[src/rtl/cgra_config_loader.sv]
// cgra_config_loader: streams host configuration beats onto the PE config bus and launches execution
module cgra_config_loader #(
    parameter int PE_NUM = 16,
    parameter int CONTEXT_SIZE = 8,
    parameter int INPUT_NUM = 8,
    parameter int OPERATION_BIT_LENGTH = 4,
    parameter int DATA_WIDTH = 32,
    localparam int CONTEXT_SIZE_BIT_LENGTH = $clog2(CONTEXT_SIZE),
    localparam int INPUT_NUM_BIT_LENGTH = $clog2(INPUT_NUM),
    localparam int PE_ID_W = $clog2(PE_NUM)
) (
    input  logic                               clk,
    input  logic                               reset_n,
    input  logic                               load_req,
    input  logic [CONTEXT_SIZE_BIT_LENGTH-1:0] load_context_max_id,
    input  logic                               stop_req,
    input  logic                               cfg_valid,
    output logic                               cfg_ready,
    input  logic [PE_ID_W-1:0]                 cfg_pe_id,
    input  logic [CONTEXT_SIZE_BIT_LENGTH-1:0] cfg_context,
    input  logic [INPUT_NUM_BIT_LENGTH-1:0]    cfg_in1,
    input  logic [INPUT_NUM_BIT_LENGTH-1:0]    cfg_in2,
    input  logic [OPERATION_BIT_LENGTH-1:0]    cfg_op,
    input  logic [DATA_WIDTH-1:0]              cfg_const,
    input  logic                               cfg_last,
    output logic [PE_NUM-1:0]                  write_config_data,
    output logic [CONTEXT_SIZE_BIT_LENGTH-1:0] config_index,
    output logic [INPUT_NUM_BIT_LENGTH-1:0]    config_input_PE_index_1,
    output logic [INPUT_NUM_BIT_LENGTH-1:0]    config_input_PE_index_2,
    output logic [OPERATION_BIT_LENGTH-1:0]    config_op,
    output logic [DATA_WIDTH-1:0]              config_const_data,
    output logic                               start_exec,
    output logic [CONTEXT_SIZE_BIT_LENGTH-1:0] mapping_context_max_id,
    output logic                               busy,
    output logic                               running,
    output logic                               cfg_error,
    output logic [15:0]                        write_count
);
    typedef enum logic [1:0] {IDLE, LOAD, START, RUN} state_t;
    state_t state;
    logic hs;
    logic beat_ok;
    // Handshake only while loading; a concurrent stop blocks acceptance so the abort is clean
    always_comb begin
        cfg_ready = (state == LOAD) && !stop_req;
        hs = cfg_valid && cfg_ready;
        beat_ok = (int'(cfg_pe_id) < PE_NUM) && (cfg_context <= mapping_context_max_id);
        busy = state != IDLE;
        running = state == RUN;
    end
    // Session FSM with the registered strobe, broadcast bus, launch pulse and bookkeeping
    always_ff @(posedge clk or negedge reset_n) begin
        if (!reset_n) begin
            state <= IDLE;
            write_config_data <= '0;
            config_index <= '0;
            config_input_PE_index_1 <= '0;
            config_input_PE_index_2 <= '0;
            config_op <= '0;
            config_const_data <= '0;
            start_exec <= 1'b0;
            mapping_context_max_id <= '0;
            cfg_error <= 1'b0;
            write_count <= '0;
        end else begin
            write_config_data <= (hs && beat_ok) ? (PE_NUM'(1) << cfg_pe_id) : '0;
            start_exec <= 1'b0;
            if (hs && beat_ok) begin
                config_index <= cfg_context;
                config_input_PE_index_1 <= cfg_in1;
                config_input_PE_index_2 <= cfg_in2;
                config_op <= cfg_op;
                config_const_data <= cfg_const;
                write_count <= (write_count == 16'hFFFF) ? write_count : write_count + 16'd1;
            end
            if (hs && !beat_ok)
                cfg_error <= 1'b1;
            case (state)
                IDLE: if (load_req) begin
                    state <= LOAD;
                    mapping_context_max_id <= load_context_max_id;
                    cfg_error <= 1'b0;
                    write_count <= '0;
                end
                LOAD: if (stop_req)
                    state <= IDLE;
                else if (hs && cfg_last)
                    state <= START;
                START: begin
                    state <= RUN;
                    start_exec <= 1'b1;
                end
                RUN: if (stop_req)
                    state <= IDLE;
                default: state <= IDLE;
            endcase
        end
    end
endmodule

[config.mk]
export PLATFORM = sky130hd
export DESIGN_NAME = cgra_config_loader
export DESIGN_NICKNAME = d
export VERILOG_FILES = /design/src/rtl/cgra_config_loader.sv
export SDC_FILE = /design/constraint.sdc
export NUM_CORES = 1
export LEC_CHECK = 0
export CAP_MARGIN = 20
export CORE_MARGIN = 3
export CORE_UTILIZATION = 40
export DETAILED_ROUTE_END_ITERATION = 6
export HOLD_SLACK_MARGIN = 0.06
export MAX_ROUTING_LAYER = met4
export PLACE_DENSITY = 0.75
export SLEW_MARGIN = 25
export SYNTH_ARGS = -nofsm -noshare
export SYNTH_HDL_FRONTEND = slang
export SYNTH_SLANG_ARGS = --single-unit
[constraint.sdc]
create_clock -name clk -period 5.9 [get_ports clk]
set_input_delay 1.18 -clock clk [delete_from_list [all_inputs] [get_ports clk]]
set_output_delay 1.18 -clock clk [all_outputs]
set_load 0.1 [all_outputs]
; ---- Word level (Yosys, flattened, before mapping)
; Cells that the tools add are included.
[totals]
ff_bits = 84
input_bits = 58
output_inout_bits = 85
[op_classes]
n_addsub = 1
n_lt_le_gt_ge = 1
eq_ne = 7
shift = 1
mux = 14
n_reduce_logical = 11
[ops]
columns = cell, count
row1 = two-way mux 16 bit, 5
row2 = "adder 16 x 1 -> 16 bit, second input constant", 1
row3 = "== test 16 bit, second input constant", 1
row4 = "left shift 1 x 4 -> 16 bit, first input constant", 1
row5 = two-way mux 2 bit, 4
row6 = one-hot mux 2 bit (4 select lines), 1
row7 = logical AND 1 bit, 5
row8 = "== test 2 bit, second input constant", 2
row9 = two-way mux 1 bit, 4
row10 = "inequality test 2 bit, second input constant", 2
row11 = <= comparator 3 bit, 1
row12 = "inequality test 3 x 2 -> 1 bit, second input constant", 1
row13 = AND reduction 3 bit, 1
row14 = "== test 2 x 1 -> 1 bit, second input constant", 1
row15 = logical NOT 1 bit, 2
row16 = logical NOT 2 bit, 1
row17 = AND reduction 2 bit, 1
row18 = nonzero test 2 bit, 1

; ---- Logic depth before layout (Yosys ltp)
[depth]
word_depth = 7
mapped_depth = 10
ltp_nobuf = 7

; ---- Worst setup path before layout
; No wires, ideal clock.
[synth_timing]
path_type = input port to output port
from = input stop_req
to = output cfg_ready
t_arrival_ns = 2.021
path_slack_ns = 2.699
cell_stages = 1
path_buffers = 0
path_cell_list = nor3b_4
[synth_between]
elab_chain_len = 2
[synth_lines]
columns = item, line
row1 = from (decl), 16  ; input logic stop_req,
row2 = logical NOT 1 bit, 45  ; cfg_ready = (state == LOAD) && !stop_req;
row3 = logical AND 1 bit, 45
row4 = to (decl), 18  ; output logic cfg_ready,
; Every way passes these cells.

; ---- Worst setup path in the final report
; Same ends and word-level chain as after synthesis.

==> results.md <==
Outcome:
- The run finished with clean final reports.

Timing:
- The fmax is 0.237 GHz.
- Summed over all failing endpoints, the final setup total negative slack is 0 ns.
- The hold violation total from the final report is 0.
- The clock period minus worst slack is 4.21 ns.
- The portion of the clock cycle consumed by the worst path in the final layout is 0.714.
- The worst pin sits at a relative slew slack of 0.317.
- The post-route clock skew is 0.0166 ns.
- Setup repair after global routing left no endpoint under its margin.
- The max-slew violation total from the final report was 0.
- At the pin with the least slew margin, the transition time is 1.02 ns.
- The final-report setup violation count is 0.

Worst setup path:
- The maximum fanout along the worst path is 3.
- The worst reg-to-reg setup slack is 3.38 ns.
- The logic depth of the worst register-to-register path is 6.
- The critical path data required time is 4.72 ns.
- By startpoint and endpoint, the worst setup path is classified as input port to output pin.
- STA classifies the critical path startpoint as an input port.
- STA classifies the critical path endpoint as an output pin.
- Data on the critical path arrives at its endpoint at 3.03 ns.

Detailed routing:
- The DRC violations left is 0.
- The total length of routed wires is 8910 um.
- After detailed routing, the number of vias per cell comes to 4.95.
- The detailed router finished its first iteration with 127 violations.
- The average wire per standard cell is 14.4 um.
- The routed layout has 3054 vias.
- In this run the remaining antenna-violating nets after routing total 0.
- The iteration count of the initial detailed-routing pass is 6.

GRT:
- The global router's overall resource usage is 0.183.
- The first global-routing pass estimated 14300 um of wire.
- The number of global-route vias before repair is 2951.
- The total overflow left after global routing is 0.
- The initial antenna violation count is 0.
- The pin count of the biggest net entering global routing is 85.

Floorplanning:
- The area of the core is 8380 um2.
- The floorplan has 33 rows.
- The number of ports placed on the die boundary is 143.
- The floorplan die width is 100 um.
- The die is 100 um tall.
- The die covers 10000 um2.
- The initial core utilization is 0.422.

Power and ir drop:
- VDD sags by at most 0.463 mV.
- In this run the power density over the cells is 612 nW/um2.
- For this design the static power due to leakage is 2.36 nW.

Synth:
- When the netlist entered floorplanning its net count stood at 431.
- Yosys mapped the design onto 39 distinct sky130hd cell types.
- The gate count after technology mapping is 369.
- Synthesis inferred 84 register bits.
- For this run, the register share of the synthesized area comes to 0.594.
- The synthesized area per cell is 9.59 um2.
- The post-synthesis instance area is 3540 um2.
- By area the synthesized netlist is led by dfrtp_1 (59%), nand2_1 (16%), a21oi_1 (1.8%).
- The total of warnings raised by yosys is 0.
- The cell type with the largest total area after synthesis is dfrtp_1.
- The proportion of netlist area held by the largest area contributor is 0.594.

Final layout:
- Relative to the synthesized area, the layout overhead comes to 47.9%.
- The total inserted antenna cells is 0.
- The area of combinational cells with multiple inputs is 1330 um2.
- Once layout is complete, the utilization of the core stands at 0.624.
- The ratio of cells with drive above 1 in the final layout is 0.0488.
- The number of filler cells placed in the layout is 701.
- In the layout the commonest cells are nand2_1 (149), clkdlybuf4s50_1 (141), dfrtp_1 (84).
- The flip-flop and latch area is 2100 um2.
- The most common cell after layout, fill and taps aside is nand2_1.
- For this run, the post-layout net count is 569.

Clock network:
- The hold-fix buffer count after cts is 0.
- The post-CTS setup buffer count is 0.
- Counting every sink on the clock net gives 84.
- Clock-pin slew was measured on the worst setup and hold paths at 0.08 ns.
- The number of H-tree levels is 3.
- The clock latency at the later pin of the worst-skew pair is 0.34 ns.
- The number of gates resized after cts is 0.
- TritonCTS built the clock tree.
- The clock buffer count from CTS is 9.
- The clock passes through at most 2 buffers.
- The tree is rooted in a clkbuf_8.

Placed design:
- The wire-length estimate of the detail-placed layout is 6260 um.
- The number of port buffers is 142.
- The weighted congestion reported at the end of routability-driven placement is 0.775.

Flow run:
- Max-cap violations in this run came to 0.

Hold path:
- The classification of the worst-slack hold path is flip-flop to flip-flop.
- The worst hold path stage count is 2.
-- report_power, final --
| group | switching, mW | total (mW) | internal (mW) |
|---|---|---|---|
| Sequential | 0.0991 | 0.840 | 0.740 |
| Combinational | 1.54 | 1.96 | 0.421 |
| Clock | 0.201 | 0.397 | 0.196 |
| Total | 1.84 | 3.20 | 1.36 |
-- state kept, by name (all words and copies together) (netlist names), named ones only --
register                 flops
config_op                    4
config_index                 3
config_input_PE_index_1      3
config_input_PE_index_2      3
state                        1
config_const_data           32
write_config_data           16
mapping_context_max_id       3
cfg_error                    1
write_count                 16
start_exec                   1
-- synth_stat cells --
cell         n
nor2_1      11
o211ai_1     1
clkbuf_1     4
buf_1        3
nand2b_1     5
nand4_1      5
or3_1        4
buf_2        7
and4_1       2
o31a_1       1
a41oi_1      2
o21ai_2      1
nor2b_1      1
o21a_1       2
ha_1         4
inv_1        6
o21ai_1      3
mux2i_1      3
nand3_1      6
nor3_4       1
and2_1       3
a211oi_4     1
nand4_2      1
a21oi_1     13
nor3_1      12
o2111ai_1    1
o31ai_1      5
a211oi_1     2
and2_4       1
dfrtp_1     84
a31oi_1      2
buf_6        3
o21ai_0      4
or4_1        6
xor2_1       1
nand2_1    149
nor4_1       6
nor4b_1      2
nor3b_4      1
-- worst max-delay path, cell delays in order --
cell and delay [ns]:
clkdlybuf4s50_1 0.48, nor3b_4 0.21, clkdlybuf4s50_1 1.16
-- logic make-up after synthesis --
group	after synthesis	share of synthesized area
AO/OA/AOI/OAI	38	0.0711
XOR/XNOR	1	0.00248
adder cells (fa/ha/maj)	4	0.0141
buffers and inverters	23	0.0332
flip-flops	84	0.594
multiplexers	3	0.00849
AND/OR/NAND/NOR	216	0.276
-- area by class of cell --
cell class,count,area share
inverter,6,0.00431
multi-input combinational,262,0.254
sequential,84,0.402
clock buffer,10,0.0244
clock inverter,6,0.0120
tap,105,0.0251
timing repair buffer,144,0.279
-- routing by layer --
layer	wire (um)	vias up	GRT usage	share of wire
li1	-	1508	-	-
met2	4130	122	0.289	0.46
met1	3910	1414	0.233	0.44
met3	790	10	0.0486	0.089
met4	76	0	0.0528	0.0085
met5	0	-	-	0
-- through the flow --
stage	power (mW)	worst slack [ns]	area [um2]	std cells	hold WS, ns
after floorplan	2.34	2.70	3540	369	0.513
after global placement	2.79	1.71	5010	600	0.456
after detailed placement	2.82	1.70	5010	600	0.463
after CTS	3.22	1.69	5200	616	0.484
after global routing	3.34	1.63	5230	617	0.504
final	3.20	1.69	5230	617	0.479
-- worst paths after layout --
kind                                                            start                               endpoint
worst min-delay path                config_const_data[12]$_DFFE_PN0N_      config_const_data[12]$_DFFE_PN0N_
min in group asynchronous                                     reset_n         write_config_data[1]$_DFF_PN0_
worst max-delay path                                         stop_req                              cfg_ready
worst min register to register      config_const_data[12]$_DFFE_PN0N_      config_const_data[12]$_DFFE_PN0N_
worst max register to register  mapping_context_max_id[1]$_DFFE_PN0P_              write_count[15]$_DFF_PN0_
max in group asynchronous                                     reset_n  mapping_context_max_id[2]$_DFFE_PN0P_
Note: power is estimated with default switching activity, not from simulation.
